--- config.mk ---
export PLATFORM = sky130hd
export DESIGN_NAME = vote_collector
export DESIGN_NICKNAME = d
export VERILOG_FILES = /design/src/rtl/vote_pkg.sv /design/src/rtl/vote_popcount5.sv /design/src/rtl/vote_collector.sv
export SDC_FILE = /design/constraint.sdc
export NUM_CORES = 1
export LEC_CHECK = 0
export BUFFER_PORTS_ARGS = -buffer_cell sky130_fd_sc_hd__buf_2
export CAP_MARGIN = 5
export CORE_ASPECT_RATIO = 0.8
export CORE_MARGIN = 2
export CORE_UTILIZATION = 48
export CTS_BUF_LIST = sky130_fd_sc_hd__clkbuf_8
export DETAILED_ROUTE_END_ITERATION = 8
export PLACE_DENSITY = 0.85
export SYNTH_ARGS = -nofsm -noshare
export SYNTH_HDL_FRONTEND = slang
export SYNTH_SLANG_ARGS = --single-unit
--- constraint.sdc ---
create_clock -name clk -period 3 [get_ports clk]
set_input_delay 0.3 -clock clk [delete_from_list [all_inputs] [get_ports clk]]
set_output_delay 0.3 -clock clk [all_outputs]
set_load 0.005 [all_outputs]
--- src/rtl/vote_pkg.sv ---
// Shared types and constants for the 5-voter ballot collector.
// No logic; the state enum and widths are used by the collector and its popcount.
package vote_pkg;

   localparam int N_VOTERS   = 5;
   localparam int TALLY_W    = 3;
   localparam int MAJ_THRESH = 3;

   typedef enum logic [1:0] {
      IDLE    = 2'd0,
      COLLECT = 2'd1,
      REPORT  = 2'd2
   } state_t;

endpackage

--- src/rtl/vote_popcount5.sv ---
// Combinational 5-bit popcount with majority flag; zero latency.
// No handshake; the output follows the input in the same cycle.
module vote_popcount5
   import vote_pkg::*;
(
   input  logic [N_VOTERS-1:0] votes,
   output logic [TALLY_W-1:0]  tally,
   output logic                majority
);

   always_comb begin
      tally = '0;
      for (int i = 0; i < N_VOTERS; i++) begin
         tally = tally + TALLY_W'(votes[i]);
      end
      majority = (tally >= TALLY_W'(MAJ_THRESH));
   end

endmodule

--- src/rtl/vote_collector.sv ---
// Collects one vote per voter per ballot; result_valid 1 cycle after the last accept or timeout.
// Each voter is held off (ready low) once accepted; start is honoured only in IDLE.
module vote_collector
   import vote_pkg::*;
#(
   parameter int TIMEOUT_CYCLES = 16
)
(
   input  logic                clk,
   input  logic                rst,
   input  logic                start,
   input  logic [N_VOTERS-1:0] vote_valid,
   input  logic [N_VOTERS-1:0] vote_bit,
   output logic [N_VOTERS-1:0] vote_ready,
   output logic                busy,
   output logic                result_valid,
   output logic [N_VOTERS-1:0] ballot,
   output logic [N_VOTERS-1:0] voted_mask,
   output logic [TALLY_W-1:0]  tally,
   output logic                majority,
   output logic                timed_out
);

   localparam int TMR_W = $clog2(TIMEOUT_CYCLES + 1);

   state_t              state_q, state_d;
   logic [TMR_W-1:0]    timer_q;
   logic [N_VOTERS-1:0] accept;
   logic [N_VOTERS-1:0] mask_col;
   logic [N_VOTERS-1:0] ballot_d;
   logic [TALLY_W-1:0]  tally_d;
   logic                maj_d;
   logic                all_in;
   logic                last_cycle;

   assign accept     = vote_valid & vote_ready;
   assign mask_col   = voted_mask | accept;
   assign all_in     = &mask_col;
   assign last_cycle = (timer_q == TMR_W'(1));

   always_ff @(posedge clk) begin
      if (rst) begin
         state_q <= IDLE;
      end else begin
         state_q <= state_d;
      end
   end

   // A vote landing in the final cycle completes the ballot, so all_in wins over timeout.
   always_comb begin
      state_d = state_q;
      case (state_q)
         IDLE:    if (start) state_d = COLLECT;
         COLLECT: if (all_in || last_cycle) state_d = REPORT;
         REPORT:  state_d = IDLE;
         default: state_d = IDLE;
      endcase
   end

   always_comb begin
      vote_ready   = '0;
      busy         = 1'b0;
      result_valid = 1'b0;
      case (state_q)
         COLLECT: begin
            vote_ready = ~voted_mask;
            busy       = 1'b1;
         end
         REPORT: begin
            busy         = 1'b1;
            result_valid = 1'b1;
         end
         default: ;
      endcase
   end

   // Popcount runs on the next ballot so tally/majority register alongside it.
   always_comb begin
      ballot_d = ballot;
      if (state_q == IDLE && start) begin
         ballot_d = '0;
      end else if (state_q == COLLECT) begin
         ballot_d = (ballot & ~accept) | (vote_bit & accept);
      end
   end

   vote_popcount5 u_popcount (
      .votes    (ballot_d),
      .tally    (tally_d),
      .majority (maj_d)
   );

   always_ff @(posedge clk) begin
      if (rst) begin
         ballot     <= '0;
         voted_mask <= '0;
         tally      <= '0;
         majority   <= 1'b0;
         timed_out  <= 1'b0;
         timer_q    <= '0;
      end else begin
         ballot   <= ballot_d;
         tally    <= tally_d;
         majority <= maj_d;
         case (state_q)
            IDLE: begin
               if (start) begin
                  voted_mask <= '0;
                  timed_out  <= 1'b0;
                  timer_q    <= TMR_W'(TIMEOUT_CYCLES);
               end
            end
            COLLECT: begin
               voted_mask <= mask_col;
               timer_q    <= timer_q - TMR_W'(1);
               timed_out  <= !all_in && last_cycle;
            end
            default: ;
         endcase
      end
   end

endmodule
==> impl_metrics.tcl <==
set metrics [dict create \
    drive_gt1_share_pct 26.47 \
    root_buffer "clkbuf_8" \
    rsz0062_at_grt "false" \
    die_w_um 59.55 \
    powerDensity_nw_per_um2 792.7 \
    worstPathRequired_ps 3160 \
    ff2ff_setup_slack_ps 150 \
    setup_tns_ps 0 \
    start_util_pct 49.32 \
    dpl_worst_slack_ps 107.4 \
    synth-main-ff-cell "dfxtp_1" \
    drv_slew 0 \
    relSlewSlack_pct 70.68 \
    core_um2 2402 \
    clock_skew_ps 1.437 \
    pwr-share-comb_pct 46.1 \
    die_area_um2 2885 \
    cp_top_family "adder cells" \
    tightest_slew_ps 433.6 \
    fin_crit_sh_pct 94.84 \
    post-route-min-period_ps 2845 \
    cts_tree "yes" \
    worstSetupPathType "flop to flop" \
    grtUsageTotal_pct 19.73 \
    cp_num_buf_inv 3 \
    crit_path_end_kind "flop" \
    syn_to_final_growth_pct 21.44 \
    gp_congestion 0.7463 \
    layout.nets 195 \
    hold_viol_final 0 \
    pwr-share-clk_pct 19.0 \
    io_buffers 34 \
    gr-usage-met2_pct 32.97 \
    setup_ws_ps 154.9 \
    min_path_type "input port to flop" \
    worstPathArrival_ps 3010 \
    status "completed" \
    synthCells 135 \
    p_int_uw 695.4 \
    cp_common_cell "inv_1" \
    start_kind "flop" \
    syn_nets 159 \
    wirelength_um 2696 \
    syn_area_um2 1185 \
    yosysUniqueCellTypes 30 \
    ant_nets 0 \
    fillers 206 \
    final-setup-viol-count 0 \
    grt.met3_usage_pct 4.545 \
    antenna_found_initial 0 \
    clk_pin_slew_ps 80 \
    crit_fanout 4 \
    numCtsBuffers 3 \
    grt-busiest-layer "met2" \
    wl_per_cell_um 13.69 \
    h-tree-depth 1 \
    yosysSeqAreaShare_pct 37.17 \
    grt_pass1_wl_um 4443 \
    async_flop_share_pct 0 \
    drtIter0Drc 22 \
    synth-edff-count 0 \
    maxCapViolations 0 \
    dp_hpwl_um 2015 \
    ys_warn_count 0 \
    grt_max_degree 24 \
    syn_avg_cell_area_um2 8.777 \
    fmax_ghz 0.3515 \
    met1_usage_pct 24.70 \
    max_stage_delay_ps 470 \
    clockBufferDepth 2 \
    synth_seq_cells 22 \
    path_cells "inv_1 -> ha_2 -> nand3b_1 -> mux2i_1 -> a21oi_1 -> ha_1 -> inv_1 -> fa_1 -> inv_1 -> ha_1 -> fa_1 -> nor2b_1 -> a21o_1" \
    num_antenna_cells 0 \
    viasPerCell 5.492 \
    seqPwrFrac_pct 34.9 \
    drcViolationCount 0 \
    ioPinCount 35 \
    clkSinkCount 22 \
    finalPower_mw 1.141 \
    grt_pass1_vias 1011 \
    die_h_um 48.44 \
    postCtsSetupBuffers 0 \
    grt_overflow 0 \
    slowest_stage "fa_1" \
    clk_latency_ps 260 \
    num_rows 16 \
    dr.pass1.iters 7 \
    switching_power_uw 445.2 \
    p_leak_nw 0.6909 \
    peakVddDrop_mv 0.4198 \
    vias 1082 \
    swShare_pct 39.03 \
]
==> worst register-to-register path: cells and delay by family, from the launching register on <==
family                     cells  cell delay (ps)
adders and majority gates      5             1520
DFF                            1              340
and+or+nand+nor                2              270
AOI/OAI and AO/OA              2              260
muxes                          1              180
buffers and inverters          3              190
==> Yosys cell counts (2+ instances only) <==
cell	count	area (µm²)
dfxtp_1	22	440.4
nand2b_1	7	43.79
inv_1	8	30.03
fa_1	2	40.04
o21ai_1	5	25.02
ha_1	9	112.6
nor3_1	7	35.03
nand3b_1	5	37.54
nand3_1	2	10.01
mux2_1	2	22.52
nor2_1	9	33.78
nand2_1	6	22.52
mux2i_1	5	50.05
clkbuf_1	3	11.26
a21oi_1	22	110.1
nor2b_1	7	43.79
==> layout by cell type (no fill, tap or decap), types with 2 or more instances in the layout <==
master and count:
ha_1 8, dfxtp_1 21, clkbuf_8 4, o21ai_1 5, nand2_1 6, nand2b_1 7, buf_4 2, inv_1 8
fa_1 2, a21oi_1 22, nor3_1 7, nand3_1 2, nor2b_1 7, nand3b_1 5, mux2_1 2, buf_2 34
nor2_1 9, mux2i_1 5
==> timing repair <==
action,CTS,global route
endpoints found under the hold margin,0,0
hold buffers,0,0
setup endpoints to repair,0,1
gates resized for setup,0,2
==> power groups by stage <==
stage	clock, mW	sequential, mW	combinational, mW
after global routing	0.231	0.410	0.594
after CTS	0.219	0.397	0.526
after detailed placement	0	0.404	0.522
after global placement	0	0.399	0.496
final	0.216	0.398	0.526
after floorplan	0	0.396	0.369
==> routing by layer <==
metal / wire (µm) / part of all wire, %
met5: 0 / 0
met4: 33 / 1.2
met3: 103 / 3.8
met2: 1358 / 50
met1: 1200 / 45
==> kinds of logic (layout without fill, tap and decap cells) <==
family	after synthesis	in the layout	synth area share [%]
AOI/OAI and AO/OA	32	32	15.95
buffers and inverters	14	49	4.857
and+or+nand+nor	49	49	23.02
adders and majority gates	11	11	12.88
DFF	22	22	37.17
muxes	7	7	6.125
==> final timing paths <==
path,start,to,depth (start not counted)
max,state_q[1],majority,13
min reg2reg,timed_out,timed_out,2
max reg2reg,state_q[1],majority,13
min,vote_valid[4],voted_mask[4],3
==> area by class of cell <==
class                      count  area (µm²)  share of cell area (%)
multi-input combinational     99       689.4                   47.91
sequential                    22       441.7                   30.70
timing repair buffer          36       185.2                   12.87
clock buffer                   4       55.05                   3.826
inverter                       9       33.78                   2.348
tap                           27       33.78                   2.348
==> stage by stage <==
stage | instances | instance area (µm²) | hold WS [ps] | utilization, %
2_1_floorplan | 135 | 1185 | 383.2 | -
3_3_place_gp | 193 | 1380 | 444.7 | 57.45
3_5_place_dp | 193 | 1380 | 447.0 | 57.45
4_1_cts | 197 | 1435 | 350.5 | 59.74
5_1_grt | 197 | 1439 | 356.2 | 59.90
6_report | 197 | 1439 | 348.8 | 59.90
==> state kept, by name (all words and copies together), names as in the netlist <==
name and cells:
majority 1, timer_q 5, timed_out 1, state_q 2
tally 3, voted_mask 5, ballot 5
No activity file was read; power rests on OpenSTA's default activity.
